`src/rtl/i2s_sample_tx.sv`:
```
//============================================================================
// Module      : i2s_sample_tx
// Description : Audio-side sample consumer. Issues a once-per-frame sample
//               request (aud_freq), latches the synth sample mid-frame and
//               serialises it MSB-first onto an I2S DAC link. The source is
//               mono, so the same word goes out in the left and right slots.
//               Everything runs on ctl_clk; BCLK is a divided, registered
//               output.
//               Optional macro I2S_LEFT_JUSTIFIED_EN selects left-justified
//               framing (no one-BCLK data delay, lrclk high = left slot).
// Revision    : 1.0 - initial release
//============================================================================
`timescale 1ns/1ps
`default_nettype none

module i2s_sample_tx #(
    parameter int BITWIDTH   = 24,
    parameter int SLOT_WIDTH = 32,
    parameter int BCLK_DIV   = 32
) (
    input  logic                ctl_clk,
    input  logic                ctl_rst,
    input  logic [BITWIDTH-1:0] wave_in,
    input  logic                enable,
    output logic                aud_freq,
    output logic                i2s_bclk,
    output logic                i2s_lrclk,
    output logic                i2s_sdata
);

    localparam int c_frame_bits  = 2 * SLOT_WIDTH;
    localparam int c_bit_cnt_w   = $clog2(c_frame_bits);
    localparam int c_bclk_cnt_w  = $clog2(BCLK_DIV);

    localparam logic [c_bclk_cnt_w-1:0] c_fall_cnt  = c_bclk_cnt_w'(BCLK_DIV - 1);
    localparam logic [c_bclk_cnt_w-1:0] c_rise_cnt  = c_bclk_cnt_w'(BCLK_DIV / 2 - 1);
    localparam logic [c_bclk_cnt_w-1:0] c_bclk_one  = c_bclk_cnt_w'(1);
    localparam logic [c_bit_cnt_w-1:0]  c_last_bit  = c_bit_cnt_w'(c_frame_bits - 1);
    localparam logic [c_bit_cnt_w-1:0]  c_last_left = c_bit_cnt_w'(SLOT_WIDTH - 1);
    localparam logic [c_bit_cnt_w-1:0]  c_slot_bits = c_bit_cnt_w'(SLOT_WIDTH);
    localparam logic [c_bit_cnt_w-1:0]  c_bit_one   = c_bit_cnt_w'(1);

    // Parameter sanity: a sample must fit in a slot and BCLK needs an exact 50% split.
    if (BITWIDTH > SLOT_WIDTH) begin : g_chk_width
        $error("i2s_sample_tx: BITWIDTH (%0d) exceeds SLOT_WIDTH (%0d)", BITWIDTH, SLOT_WIDTH);
    end
    if ((BCLK_DIV % 2) != 0 || BCLK_DIV < 4) begin : g_chk_div
        $error("i2s_sample_tx: BCLK_DIV (%0d) must be even and >= 4", BCLK_DIV);
    end

    // Registered state
    logic [c_bclk_cnt_w-1:0] bclk_cnt_q,    bclk_cnt_d;
    logic [c_bit_cnt_w-1:0]  bit_cnt_q,     bit_cnt_d;
    logic [BITWIDTH-1:0]     shadow_q,      shadow_d;
    logic [SLOT_WIDTH-1:0]   left_shift_q,  left_shift_d;
    logic [SLOT_WIDTH-1:0]   right_shift_q, right_shift_d;
    logic                    mute_q,        mute_d;
    logic                    delay_q,       delay_d;
    logic                    aud_freq_q,    aud_freq_d;
    logic                    bclk_q,        bclk_d;
    logic                    lrclk_q,       lrclk_d;
    logic                    sdata_q,       sdata_d;

    // Combinational helpers
    logic                    w_fall_tick;
    logic                    w_rise_tick;
    logic                    w_frame_start;
    logic                    w_latch_pt;
    logic                    w_right_slot;
    logic                    w_ser_bit;
    logic                    w_tx_bit;
    logic                    w_lrclk_next;
    logic [SLOT_WIDTH-1:0]   w_slot_word;
    logic [SLOT_WIDTH-1:0]   w_left_word;
    logic [SLOT_WIDTH-1:0]   w_right_word;
    logic [SLOT_WIDTH-1:0]   w_active_word;

    // Tick decode and frame/bit sequencing.
    always_comb begin
        w_fall_tick   = (bclk_cnt_q == c_fall_cnt);
        w_rise_tick   = (bclk_cnt_q == c_rise_cnt);
        w_frame_start = w_fall_tick && (bit_cnt_q == c_last_bit);
        w_latch_pt    = w_fall_tick && (bit_cnt_q == c_last_left);

        bclk_cnt_d = w_fall_tick ? '0 : (bclk_cnt_q + c_bclk_one);

        bit_cnt_d = bit_cnt_q;
        if (w_fall_tick) begin
            bit_cnt_d = w_frame_start ? '0 : (bit_cnt_q + c_bit_one);
        end

        // Position the new bit_cnt points at; slot select for data and lrclk.
        w_right_slot = (bit_cnt_d >= c_slot_bits);
    end

    // Slot word assembly and the per-slot shift registers.
    always_comb begin
        // Sample MSB-aligned in the slot, zero padding below the LSB.
        w_slot_word = '0;
        w_slot_word[SLOT_WIDTH-1 -: BITWIDTH] = shadow_q;

        // Left slot reloads at frame start, right slot at the latch point; both
        // take the pre-latch shadow so the two slots of a frame match.
        w_left_word   = w_frame_start ? w_slot_word : left_shift_q;
        w_right_word  = w_latch_pt    ? w_slot_word : right_shift_q;
        w_active_word = w_right_slot  ? w_right_word : w_left_word;
        w_ser_bit     = w_active_word[SLOT_WIDTH-1];

        left_shift_d  = left_shift_q;
        right_shift_d = right_shift_q;
        if (w_fall_tick) begin
            if (w_right_slot) begin
                right_shift_d = w_right_word << 1;
            end else begin
                left_shift_d  = w_left_word << 1;
            end
        end

        // One-bit history of the undelayed stream, used for the I2S delay.
        delay_d = w_fall_tick ? w_ser_bit : delay_q;
    end

    // Output-format selection and next values of the registered outputs.
    always_comb begin
`ifdef I2S_LEFT_JUSTIFIED_EN
        w_tx_bit     = w_ser_bit;
        w_lrclk_next = ~w_right_slot;
`else
        w_tx_bit     = delay_q;
        w_lrclk_next = w_right_slot;
`endif
        sdata_d = w_fall_tick ? w_tx_bit     : sdata_q;
        lrclk_d = w_fall_tick ? w_lrclk_next : lrclk_q;

        bclk_d = bclk_q;
        if (w_fall_tick) begin
            bclk_d = 1'b0;
        end else if (w_rise_tick) begin
            bclk_d = 1'b1;
        end

        aud_freq_d = w_frame_start;

        // Mute is sampled once per frame; it zeroes the sample latched in that
        // frame, so a change on enable reaches the link two frame starts later.
        mute_d   = w_frame_start ? ~enable : mute_q;
        shadow_d = shadow_q;
        if (w_latch_pt) begin
            shadow_d = mute_q ? '0 : wave_in;
        end
    end

    // State and output registers with asynchronous active-low reset.
    always_ff @(posedge ctl_clk or negedge ctl_rst) begin
        if (!ctl_rst) begin
            bclk_cnt_q    <= '0;
            bit_cnt_q     <= '0;
            shadow_q      <= '0;
            left_shift_q  <= '0;
            right_shift_q <= '0;
            mute_q        <= 1'b0;
            delay_q       <= 1'b0;
            aud_freq_q    <= 1'b0;
            bclk_q        <= 1'b0;
            lrclk_q       <= 1'b0;
            sdata_q       <= 1'b0;
        end else begin
            bclk_cnt_q    <= bclk_cnt_d;
            bit_cnt_q     <= bit_cnt_d;
            shadow_q      <= shadow_d;
            left_shift_q  <= left_shift_d;
            right_shift_q <= right_shift_d;
            mute_q        <= mute_d;
            delay_q       <= delay_d;
            aud_freq_q    <= aud_freq_d;
            bclk_q        <= bclk_d;
            lrclk_q       <= lrclk_d;
            sdata_q       <= sdata_d;
        end
    end

    assign aud_freq  = aud_freq_q;
    assign i2s_bclk  = bclk_q;
    assign i2s_lrclk = lrclk_q;
    assign i2s_sdata = sdata_q;

endmodule

`default_nettype wire

```
`config.mk`:
```
export PLATFORM = sky130hd
export DESIGN_NAME = i2s_sample_tx
export DESIGN_NICKNAME = d
export VERILOG_FILES = /design/src/rtl/i2s_sample_tx.sv
export SDC_FILE = /design/constraint.sdc
export NUM_CORES = 1
export LEC_CHECK = 0
export BUFFER_PORTS_ARGS = -buffer_cell sky130_fd_sc_hd__buf_2
export CORE_MARGIN = 10
export CORE_UTILIZATION = 52
export DETAILED_ROUTE_END_ITERATION = 16
export PLACE_DENSITY = 0.73
export SYNTH_ARGS = -nofsm -noshare
export SYNTH_HDL_FRONTEND = slang
export SYNTH_SLANG_ARGS = --single-unit
```
`constraint.sdc`:
```
create_clock -name ctl_clk -period 2.5 [get_ports ctl_clk]
set_input_delay 0.125 -clock ctl_clk [delete_from_list [all_inputs] [get_ports ctl_clk]]
set_output_delay 0.125 -clock ctl_clk [all_outputs]
set_load 0.03 [all_outputs]
```
==> reports/metrics.csv <==
stage,metric,value,unit
clock_network,Clock Latency Late Sink,340,ps
logic_synthesis,Mapped Area,0.004043,mm^2
floorplan,Top Ports,31,
worst_setup_path,slowest CP cell,dfrtp_1,
clock_network,"CTS clk-pin slew, worst paths",80,ps
global_route,vias in the first global route,2470,
sta,f_max,0.4302,GHz
placement,placer congestion estimate,0.7064,
worst_setup_path,cell breakdown of the critical path,"ha_1, and3_1, ha_1, and4_4, nand3b_4, buf_4, mux2_2, mux2_2",
floorplan,die span in y,108.2,um
logic_synthesis,cell taking the most area after synthesis,dfrtp_1,
clock_network,TritonCTS clock tree,yes,
detailed_routing,Initial DRC Count,45,
sta,Max Transition Viols Final,0,
sta,Hold Worst Slack,23.15,ps
detailed_routing,wire per inst,14.39,um
min_path,Worst Hold Class,input port to flop,
clock_network,CTS root buf,clkbuf_8,
worst_setup_path,CP endpoint kind,flop,
power_and_ir_drop,Leakage,2.301,nW
global_route,initial antenna violation count,0,
floorplan,chip width,108.2,um
placement,area of placed instances,0.004310,mm^2
detailed_routing,via count,2356,
layout,layout cells sized above 1,37.05,%
layout,Fill cells,613,
logic_synthesis,syn_nets,352,
worst_setup_path,CP max FO,25,
layout,# diodes,0,
layout,Syn-to-layout area delta,11.79,%
placement,port bufs,30,
logic_synthesis,sequential share of the synthesized area,53.85,%
sta,RSZ-0062 raised after global routing,false,
run_status,status,completed,
detailed_routing,WL final,6632,um
detailed_routing,Via density,5.111,
logic_synthesis,Seq cells post-synth,87,
sta,Setup Viol. Count Final,0,
worst_setup_path,Crit path arrival time,2560,ps
worst_setup_path,Bufs and invs on worst path,1,
logic_synthesis,most common cell in the synthesized netlist,dfrtp_1,
logic_synthesis,synth warn,0,
placement,Post-DP HPWL,4468,um
layout,final net count,387,
logic_synthesis,synth unique cells,29,
sta,Slew HR,58.81,%
worst_setup_path,"Largest delay share family, worst path",multiplexers,
power_and_ir_drop,part of the power in registers,58.7,%
sta,final worst path period need,2325,ps
detailed_routing,residual DRC count,0,
global_route,first-pass GRT wire length,11830,um
sta,final hold violation count,0,
logic_synthesis,share of synthesized flip-flops with an asynchronous set or reset,100.0,%
power_and_ir_drop,Net Sw Frac,20.70,%
floorplan,Die Area,0.01170,mm^2
sta,Worst-Margin Slew,617.9,ps
sta,Final period util,92.99,%
power_and_ir_drop,P_int,1.899,mW
global_route,total gr overflow,0,
clock_network,Sink Count,87,
floorplan,Initial Util,52.86,%
worst_setup_path,Startpoint Class,flop,
logic_synthesis,synthesized area per cell,12.59,um^2
logic_synthesis,Synth Flop Type,dfrtp_1,
worst_setup_path,Crit Path Class,flop to flop,
sta,Fin Setup TNS,0,ps
detailed_routing,antenna-violating nets left,0,
clock_network,postcts setup bufs,0,
global_route,overall routing resource usage,12.55,%
logic_synthesis,post-synthesis cell count,321,
power_and_ir_drop,combinational power share,2.1,%
worst_setup_path,Critical Path RT,2730,ps
logic_synthesis,most frequent cells after synthesis,"dfrtp_1 (87), mux2_2 (73), nand2_1 (28), o21ai_0 (26), nand2b_1 (24)",
detailed_routing,DR pass1 iterations,4,
global_route,largest net degree at the start of global routing,48,
logic_synthesis,Post-synth EDFFs,0,
power_and_ir_drop,Pwr per Cell Area,529.8,mW/mm^2
worst_setup_path,Slowest Stage Delay on Critical Path,400,ps
clock_network,Max Root-Sink Buffers,2,
floorplan,Core ar.,0.007647,mm^2
logic_synthesis,top-area cell type share of the netlist area,53.85,%
power_and_ir_drop,Max VDD drop,0.2965,mV
logic_synthesis,synth top area cells,"dfrtp_1 (54%), mux2_2 (20%), mux2_1 (5.3%)",
clock_network,CTS HTree Levels,3,
power_and_ir_drop,Pwr Total,2.394,mW
layout,Final Cell Area,0.004519,mm^2
flow_run,max-cap violations,0,
floorplan,# rows,32,
power_and_ir_drop,total net switching power,495.6,uW
clock_network,Num CTS Buffers,9,
sta,clk_skew,6.619,ps
power_and_ir_drop,Clk pwr share,39.2,%
## kinds of logic (layout without fill, tap and decap cells)
kind of cell,Yosys count,count (layout),synth area share [%]
adder cells (fa/ha/maj),4,4,1.238
AO/OA/AOI/OAI,32,32,4.581
multiplexers,93,93,25.87
AND/OR/NAND/NOR,76,76,9.935
XOR/XNOR,6,6,1.300
buffers and inverters,23,61,3.219
flip-flops,87,87,53.85
## state kept, by name, indices dropped and copies added, names as in the netlist
signal,flops
left_shift_q,23
right_shift_q,23
bit_cnt_q,6
delay_q,1
aud_freq,1
i2s_bclk,1
bclk_cnt_q,5
shadow_q,24
i2s_lrclk,1
i2s_sdata,1
mute_q,1
## power by group through the flow
stage	clock [mW]	sequential, mW	combinational, mW
2_1_floorplan	0	1.43	0.00000956
3_3_place_gp	0	1.43	0.0500
3_5_place_dp	0	1.43	0.0508
4_1_cts	0.964	1.41	0.0534
5_1_grt	1.02	1.41	0.0599
6_report	0.938	1.41	0.0503
## area by class of cell
cell class / instances / area (um^2) / share of cell area (%)
inverters: 6 / 22.52 / 0.4983
multi-input cells: 211 / 1738 / 38.46
clock inverters: 4 / 47.55 / 1.052
well taps: 102 / 127.6 / 2.824
clock buffers: 10 / 137.6 / 3.045
repair buffers: 41 / 269.0 / 5.952
flip-flops and latches: 87 / 2177 / 48.17
## worst min-delay path: stages
cell	delay (ps)
buf_2	90
nand2b_1	50
o21ai_0	60
## layer usage
metal | global-route usage [%] | vias to the layer above | wire, um
met2 | 19.40 | 35 | 2904
met4 | 5.439 | 0 | 118
met1 | 16.36 | 1136 | 3335
li1 | - | 1177 | -
met3 | 3.153 | 8 | 273
met5 | 0 | - | 0
## path summary, 6_finish.rpt
kind / startpoint / end / slack, ps / cells past startpoint
worst max-delay path: bclk_cnt_q[0] / right_shift_q[16] / 180 / 8
worst max register to register: bclk_cnt_q[0] / right_shift_q[16] / 180 / 8
worst min-delay path: wave_in[10] / shadow_q[10] / 20 / 3
min in group asynchronous: ctl_rst / left_shift_q[17] / 300 / 2
worst min register to register: bclk_cnt_q[0] / bclk_cnt_q[0] / 450 / 1
max in group asynchronous: ctl_rst / right_shift_q[14] / 1480 / 3
## stage by stage
stage	cells	worst slack (ps)	utilization, %
2_1_floorplan	321	116.2	-
4_1_cts	461	132.5	59.05
3_5_place_dp	445	156.5	56.36
6_report	461	175.4	59.10
5_1_grt	461	17.98	59.10
3_3_place_gp	445	217.2	56.36
## placed cells by master (no fill, tap or decap), types with 2 or more instances in the layout
cell type	n
xor2_1	2
a21oi_1	2
dlygate4sd3_1	2
nand2_1	28
nand2b_1	24
clkinv_2	2
xnor2_1	4
buf_4	7
o21ai_0	26
dfrtp_1	87
buf_12	2
ha_1	4
nand4_1	3
nor2_1	12
nand3_1	2
inv_1	6
mux2_1	19
mux2_2	73
buf_2	29
clkbuf_8	10
## timing repair
| action | CTS | global route |
|---|---|---|
| setup endpoints to repair | 0 | 12 |
| hold buffers | 2 | 0 |
| gates resized for setup | 0 | 1 |
| endpoints found under the hold margin | 44 | 0 |
No activity file was read; power rests on OpenSTA's default activity.
